## config.mk

```make
export PLATFORM = sky130hd
export DESIGN_NAME = reg_file_wr_ctrl
export DESIGN_NICKNAME = d
export VERILOG_FILES = /design/src/rtl/reg_file_wr_ctrl.sv
export SDC_FILE = /design/constraint.sdc
export NUM_CORES = 1
export LEC_CHECK = 0
export ABC_AREA = 1
export CAP_MARGIN = 20
export CELL_PAD_IN_SITES_DETAIL_PLACEMENT = 1
export CELL_PAD_IN_SITES_GLOBAL_PLACEMENT = 2
export CORE_AREA = 5 5 108 110
export DETAILED_ROUTE_END_ITERATION = 10
export DIE_AREA = 0 0 113 115
export PLACE_DENSITY_LB_ADDON = 0.1
export SLEW_MARGIN = 20
export SYNTH_ARGS = -nofsm -noshare
export SYNTH_HDL_FRONTEND = slang
export SYNTH_SLANG_ARGS = --single-unit
```

## constraint.sdc

```tcl
create_clock -name clk -period 1.7 [get_ports clk]
set_input_delay 0.17 -clock clk [delete_from_list [all_inputs] [get_ports clk]]
set_output_delay 0.17 -clock clk [all_outputs]
set_load 0.005 [all_outputs]
```

## src/rtl/reg_file_wr_ctrl.sv

```systemverilog
// reg_file_wr_ctrl: owns the register file write port. Runs an init pass after reset, then
// arbitrates writeback against a debug write channel. Macro REGCTRL_INIT_ALL_EN: init all 32 regs.
module reg_file_wr_ctrl #(
    parameter logic [4:0]  SP_ADDR      = 5'd2,
    parameter logic [31:0] SP_INIT      = 32'h0000_1000,
    parameter int unsigned STARVE_LIMIT = 8
) (
    input  logic        clk,
    input  logic        reset,
    input  logic        wb_en,
    input  logic [4:0]  wb_addr,
    input  logic [31:0] wb_data,
    input  logic        dbg_wr_valid,
    output logic        dbg_wr_ready,
    input  logic [4:0]  dbg_wr_addr,
    input  logic [31:0] dbg_wr_data,
    output logic        rf_write_en,
    output logic [4:0]  rf_write_addr,
    output logic [31:0] rf_write_value,
    output logic        init_done,
    output logic        stall_req,
    output logic        wb_err
);

    typedef enum logic [0:0] {StInit, StRun} state_e;

    localparam logic [7:0] StarveMax = 8'(STARVE_LIMIT);
`ifdef REGCTRL_INIT_ALL_EN
    localparam logic [4:0] InitLast = 5'd31;
`else
    localparam logic [4:0] InitLast = 5'd1;
`endif

    if (STARVE_LIMIT < 1 || STARVE_LIMIT > 255) begin : gen_bad_limit
        $error("STARVE_LIMIT must be in 1..255");
    end

    state_e      state_q, state_d;
    logic [4:0]  init_ptr_q, init_ptr_d;
    logic [7:0]  starve_cnt_q, starve_cnt_d;
    logic        init_done_q, init_done_d;
    logic        stall_req_q, stall_req_d;
    logic        wb_err_q, wb_err_d;
    logic [4:0]  init_addr;
    logic        dbg_blocked;

    // Short init pass uses the pointer as a step index: step 0 -> x0, step 1 -> stack pointer.
`ifdef REGCTRL_INIT_ALL_EN
    assign init_addr = init_ptr_q;
`else
    assign init_addr = (init_ptr_q == 5'd0) ? 5'd0 : SP_ADDR;
`endif

    assign dbg_blocked = (state_q == StRun) && wb_en && dbg_wr_valid;

    always_ff @(posedge clk) begin
        if (!reset) begin
            state_q      <= StInit;
            init_ptr_q   <= 5'd0;
            starve_cnt_q <= 8'd0;
            init_done_q  <= 1'b0;
            stall_req_q  <= 1'b1;
            wb_err_q     <= 1'b0;
        end else begin
            state_q      <= state_d;
            init_ptr_q   <= init_ptr_d;
            starve_cnt_q <= starve_cnt_d;
            init_done_q  <= init_done_d;
            stall_req_q  <= stall_req_d;
            wb_err_q     <= wb_err_d;
        end
    end

    always_comb begin
        state_d      = state_q;
        init_ptr_d   = init_ptr_q;
        starve_cnt_d = starve_cnt_q;
        init_done_d  = init_done_q;
        stall_req_d  = stall_req_q;
        wb_err_d     = wb_err_q;
        unique case (state_q)
            StInit: begin
                init_ptr_d = init_ptr_q + 5'd1;
                if (wb_en) begin
                    wb_err_d = 1'b1;
                end
                if (init_ptr_q == InitLast) begin
                    state_d      = StRun;
                    init_ptr_d   = 5'd0;
                    starve_cnt_d = 8'd0;
                    init_done_d  = 1'b1;
                    stall_req_d  = 1'b0;
                end
            end
            StRun: begin
                // Not blocked means either no request or a completed transfer; both clear.
                if (dbg_blocked) begin
                    if (starve_cnt_q != StarveMax) begin
                        starve_cnt_d = starve_cnt_q + 8'd1;
                    end
                    if (starve_cnt_d == StarveMax) begin
                        stall_req_d = 1'b1;
                    end
                end else begin
                    starve_cnt_d = 8'd0;
                    stall_req_d  = 1'b0;
                end
            end
            default: state_d = StInit;
        endcase
    end

    // Port mux; everything is held off while reset is asserted so no transfer can complete.
    always_comb begin
        rf_write_en    = 1'b0;
        rf_write_addr  = 5'd0;
        rf_write_value = 32'd0;
        dbg_wr_ready   = 1'b0;
        if (reset) begin
            unique case (state_q)
                StInit: begin
                    rf_write_en    = 1'b1;
                    rf_write_addr  = init_addr;
                    rf_write_value = (init_addr == SP_ADDR) ? SP_INIT : 32'd0;
                end
                StRun: begin
                    if (wb_en) begin
                        rf_write_en    = (wb_addr != 5'd0);
                        rf_write_addr  = wb_addr;
                        rf_write_value = wb_data;
                    end else begin
                        dbg_wr_ready = 1'b1;
                        if (dbg_wr_valid) begin
                            rf_write_en    = (dbg_wr_addr != 5'd0);
                            rf_write_addr  = dbg_wr_addr;
                            rf_write_value = dbg_wr_data;
                        end
                    end
                end
                default: ;
            endcase
        end
    end

    assign init_done = init_done_q;
    assign stall_req = stall_req_q;
    assign wb_err    = wb_err_q;

endmodule
```

==> run metrics, run 1 <==
YS warnings 0; port buffer count 119; CTS Sinks 17; adder-cell share of the synthesized area 4.052%; XOR/XNOR Fraction of Synth Area 2.269%; die height 115 um; final setup fails 0; max-slew violation count 0; CTS tree done; Initial Util 14.56%; Rows 38; Worst-path clk slew 0.08 ns; area occupied by registers 345.3 sq um; # IOs 120; MaxCap Viol Count 0; via count around 2300; worst-skew pair later-pin latency 0.26 ns; Core Box Area 10600 sq um; Setup Skew 0.01369 ns; first-pass GRT wire length 13.14 mm; Total Wirelength 8.823 mm; aggregate global routing overflow 0; leading cell type in the layout, fill and taps excluded clkdlybuf4s50_1; most frequent cells in the layout clkdlybuf4s50_1, nand2_1, inv_1; power per cell area between 600 and 700 nW/um^2; Post-synth EDFFs 0; Place WS -0.3077 ns; largest net degree at the start of global routing 15; Post-Route Setup TNS 0 ns; synth top area cells dfxtp_1, nand3_1, nand2_1; CP required 1.53 ns; layout net count 492; post-synthesis sequential area ratio about 22%; prevailing post-synth register cell dfxtp_1; drt pass-1 iters 4; multi-input logic area 1021 sq um; Core Util, Final 30.07%; placed insts approximately 540; fin crit period approximately 1.7 ns; area delta synth->final 106.5%; RSZ-0062 raised after global routing true; f_max just under 600 MHz; Worst Hold Class flip-flop to flip-flop; Filler cells around 1300; Final Hold Viols 0; cts bufs inserted 3; WS Path Type flip-flop to primary output; PnR worst setup slack between 0.005 and 0.006 ns; Die Area 13000 sq um; biggest area consumer among synthesized cells dfxtp_1; slew at the pin closest to its max-slew limit 0.2635 ns; crit start category flip-flop; vias in the first global route between 2000 and 2500; Root Buffer clkbuf_8; Chip Width 113 um; share of layout cells above drive strength 1 a little under a quarter; H-tree levels 1; initial antenna violation count 1; routability-driven placement congestion ratio 0.7530; final worst-path cycle share 99.70%; Net Count, Synth approximately 350; CTS Hold Bufs 0; main combinational cell family by area after synthesis simple AND/OR/NAND/NOR gates; ys async rst share 0%; DRC 0; Worst Path Max Fanout 5; via/cell ratio 4.153; clock buffer depth 2; Mapped Cells ~260; Synth Register Bits 17; Max VDD drop 0.3304 mV; Compound-Gate Fraction of Synth Area around a fifth; post-synthesis mux area share 0%; simple-gate share of the synthesized area 34.93%; library cells used by synthesis 25; Worst Setup End Kind primary output; WL per Instance roughly 16 um; Pwr Total 2.197 mW; post-route ant nets 0; post-synth top area share between 20 and 25%; final std cells w/o fill 549; LEAKAGE 1.484 nW; status finished clean; initial drt markers 82; post-DP HPWL 7.143 mm; Mapped Area between 1500 and 2000 sq um; gr usage total 12.57%; CP Data Arrival Time 1.52 ns; syn_area_per_cell 5.893 sq um; Relative slew margins 82.44%
-- layer usage --
metal	part of all wire, %	wire [um]	track usage (%)	up-vias
li1	-	-	-	1154
met1	43	3763	15.35	1052
met2	51	4460	23.34	66
met3	5.4	480	2.316	8
met4	1.3	119	2.003	0
met5	0	0	0	-
-- layout make-up --
class | instances | area share (%)
antenna | 1 | 0.07849
clock buffer | 3 | 1.295
inverter | 48 | 5.848
sequential | 17 | 10.83
multi-input combinational | 184 | 32.03
timing repair buffer | 155 | 44.19
tap | 140 | 5.495
clock inverter | 1 | 0.2355
-- flip-flops by register name (all words and copies together), names as in the netlist --
name,flops
init_done,1
init_ptr_q,5
stall_req,1
starve_cnt_q,8
state_q,1
wb_err,1
-- per-stage QoR --
step	hold WS [ns]	cell area, sq um
after floorplan	0.3136	1544
after global placement	0.4409	3134
after detailed placement	0.4584	3134
after CTS	0.4721	3197
after global routing	0.4868	3188
final	0.4594	3188
-- what timing repair did --
action	CTS	global route
cloned	2	1
resized for setup	100	46
pin swaps	0	4
setup endpoints to repair	39	36
setup buffers	1	3
-- synth_stat cells (all sizes together), types with 2 or more instances --
| cell | n |
|---|---|
| nand3 | 37 |
| nor2 | 30 |
| a21oi | 14 |
| a32oi | 8 |
| nand2 | 44 |
| nor3 | 3 |
| a211oi | 2 |
| buf | 10 |
| o22ai | 2 |
| dfxtp | 17 |
| ha | 5 |
| o21ai | 30 |
| clkbuf | 3 |
| inv | 47 |
| xor2 | 4 |
| nand4 | 3 |
-- cell families (layout without fill, tap and decap cells) --
| kind of cell | after synthesis | after routing |
|---|---|---|
| adders and majority gates | 5 | 5 |
| other | 0 | 1 |
| DFF | 17 | 17 |
| and+or+nand+nor | 119 | 119 |
| AOI/OAI and AO/OA | 56 | 56 |
| buffers and inverters | 61 | 207 |
| xor gates and xnor gates | 4 | 4 |
-- report_power, final --
part	switching, mW	total, mW	internal [mW]	leakage (nW)
registers	0.0487	0.518	0.470	0.140
logic	0.648	1.35	0.704	1.32
clock network	0.161	0.326	0.165	0.0217
-- final timing paths --
path	cells after the start	start	slack (ns)	to
max	7	state_q$_SDFF_PN0_	0.005	rf_write_value[3]
min	2	init_done$_SDFFE_PN0P_	0.46	init_done$_SDFFE_PN0P_
max reg2reg	8	starve_cnt_q[0]$_SDFFE_PN0P_	0.16	stall_req$_SDFFE_PN1P_
min reg2reg	2	init_done$_SDFFE_PN0P_	0.46	init_done$_SDFFE_PN0P_
-- critical path: stages, from the launching register on --
cell and delay [ns]:
dfxtp_4 0.39, inv_4 0.04, nor2_4 0.15, buf_4 0.13, buf_4 0.13, a32oi_2 0.09
nor2_1 0.09, dlygate4sd2_1 0.24
Note: power is estimated with default switching activity, not from simulation.
==> inputs of run 2 (changes only) <==
Settings changed: GPL_ROUTABILITY_DRIVEN set to 0.
==> results of run 2 <==
No change in the layout: final DEF, timing and power equal those of run 1.
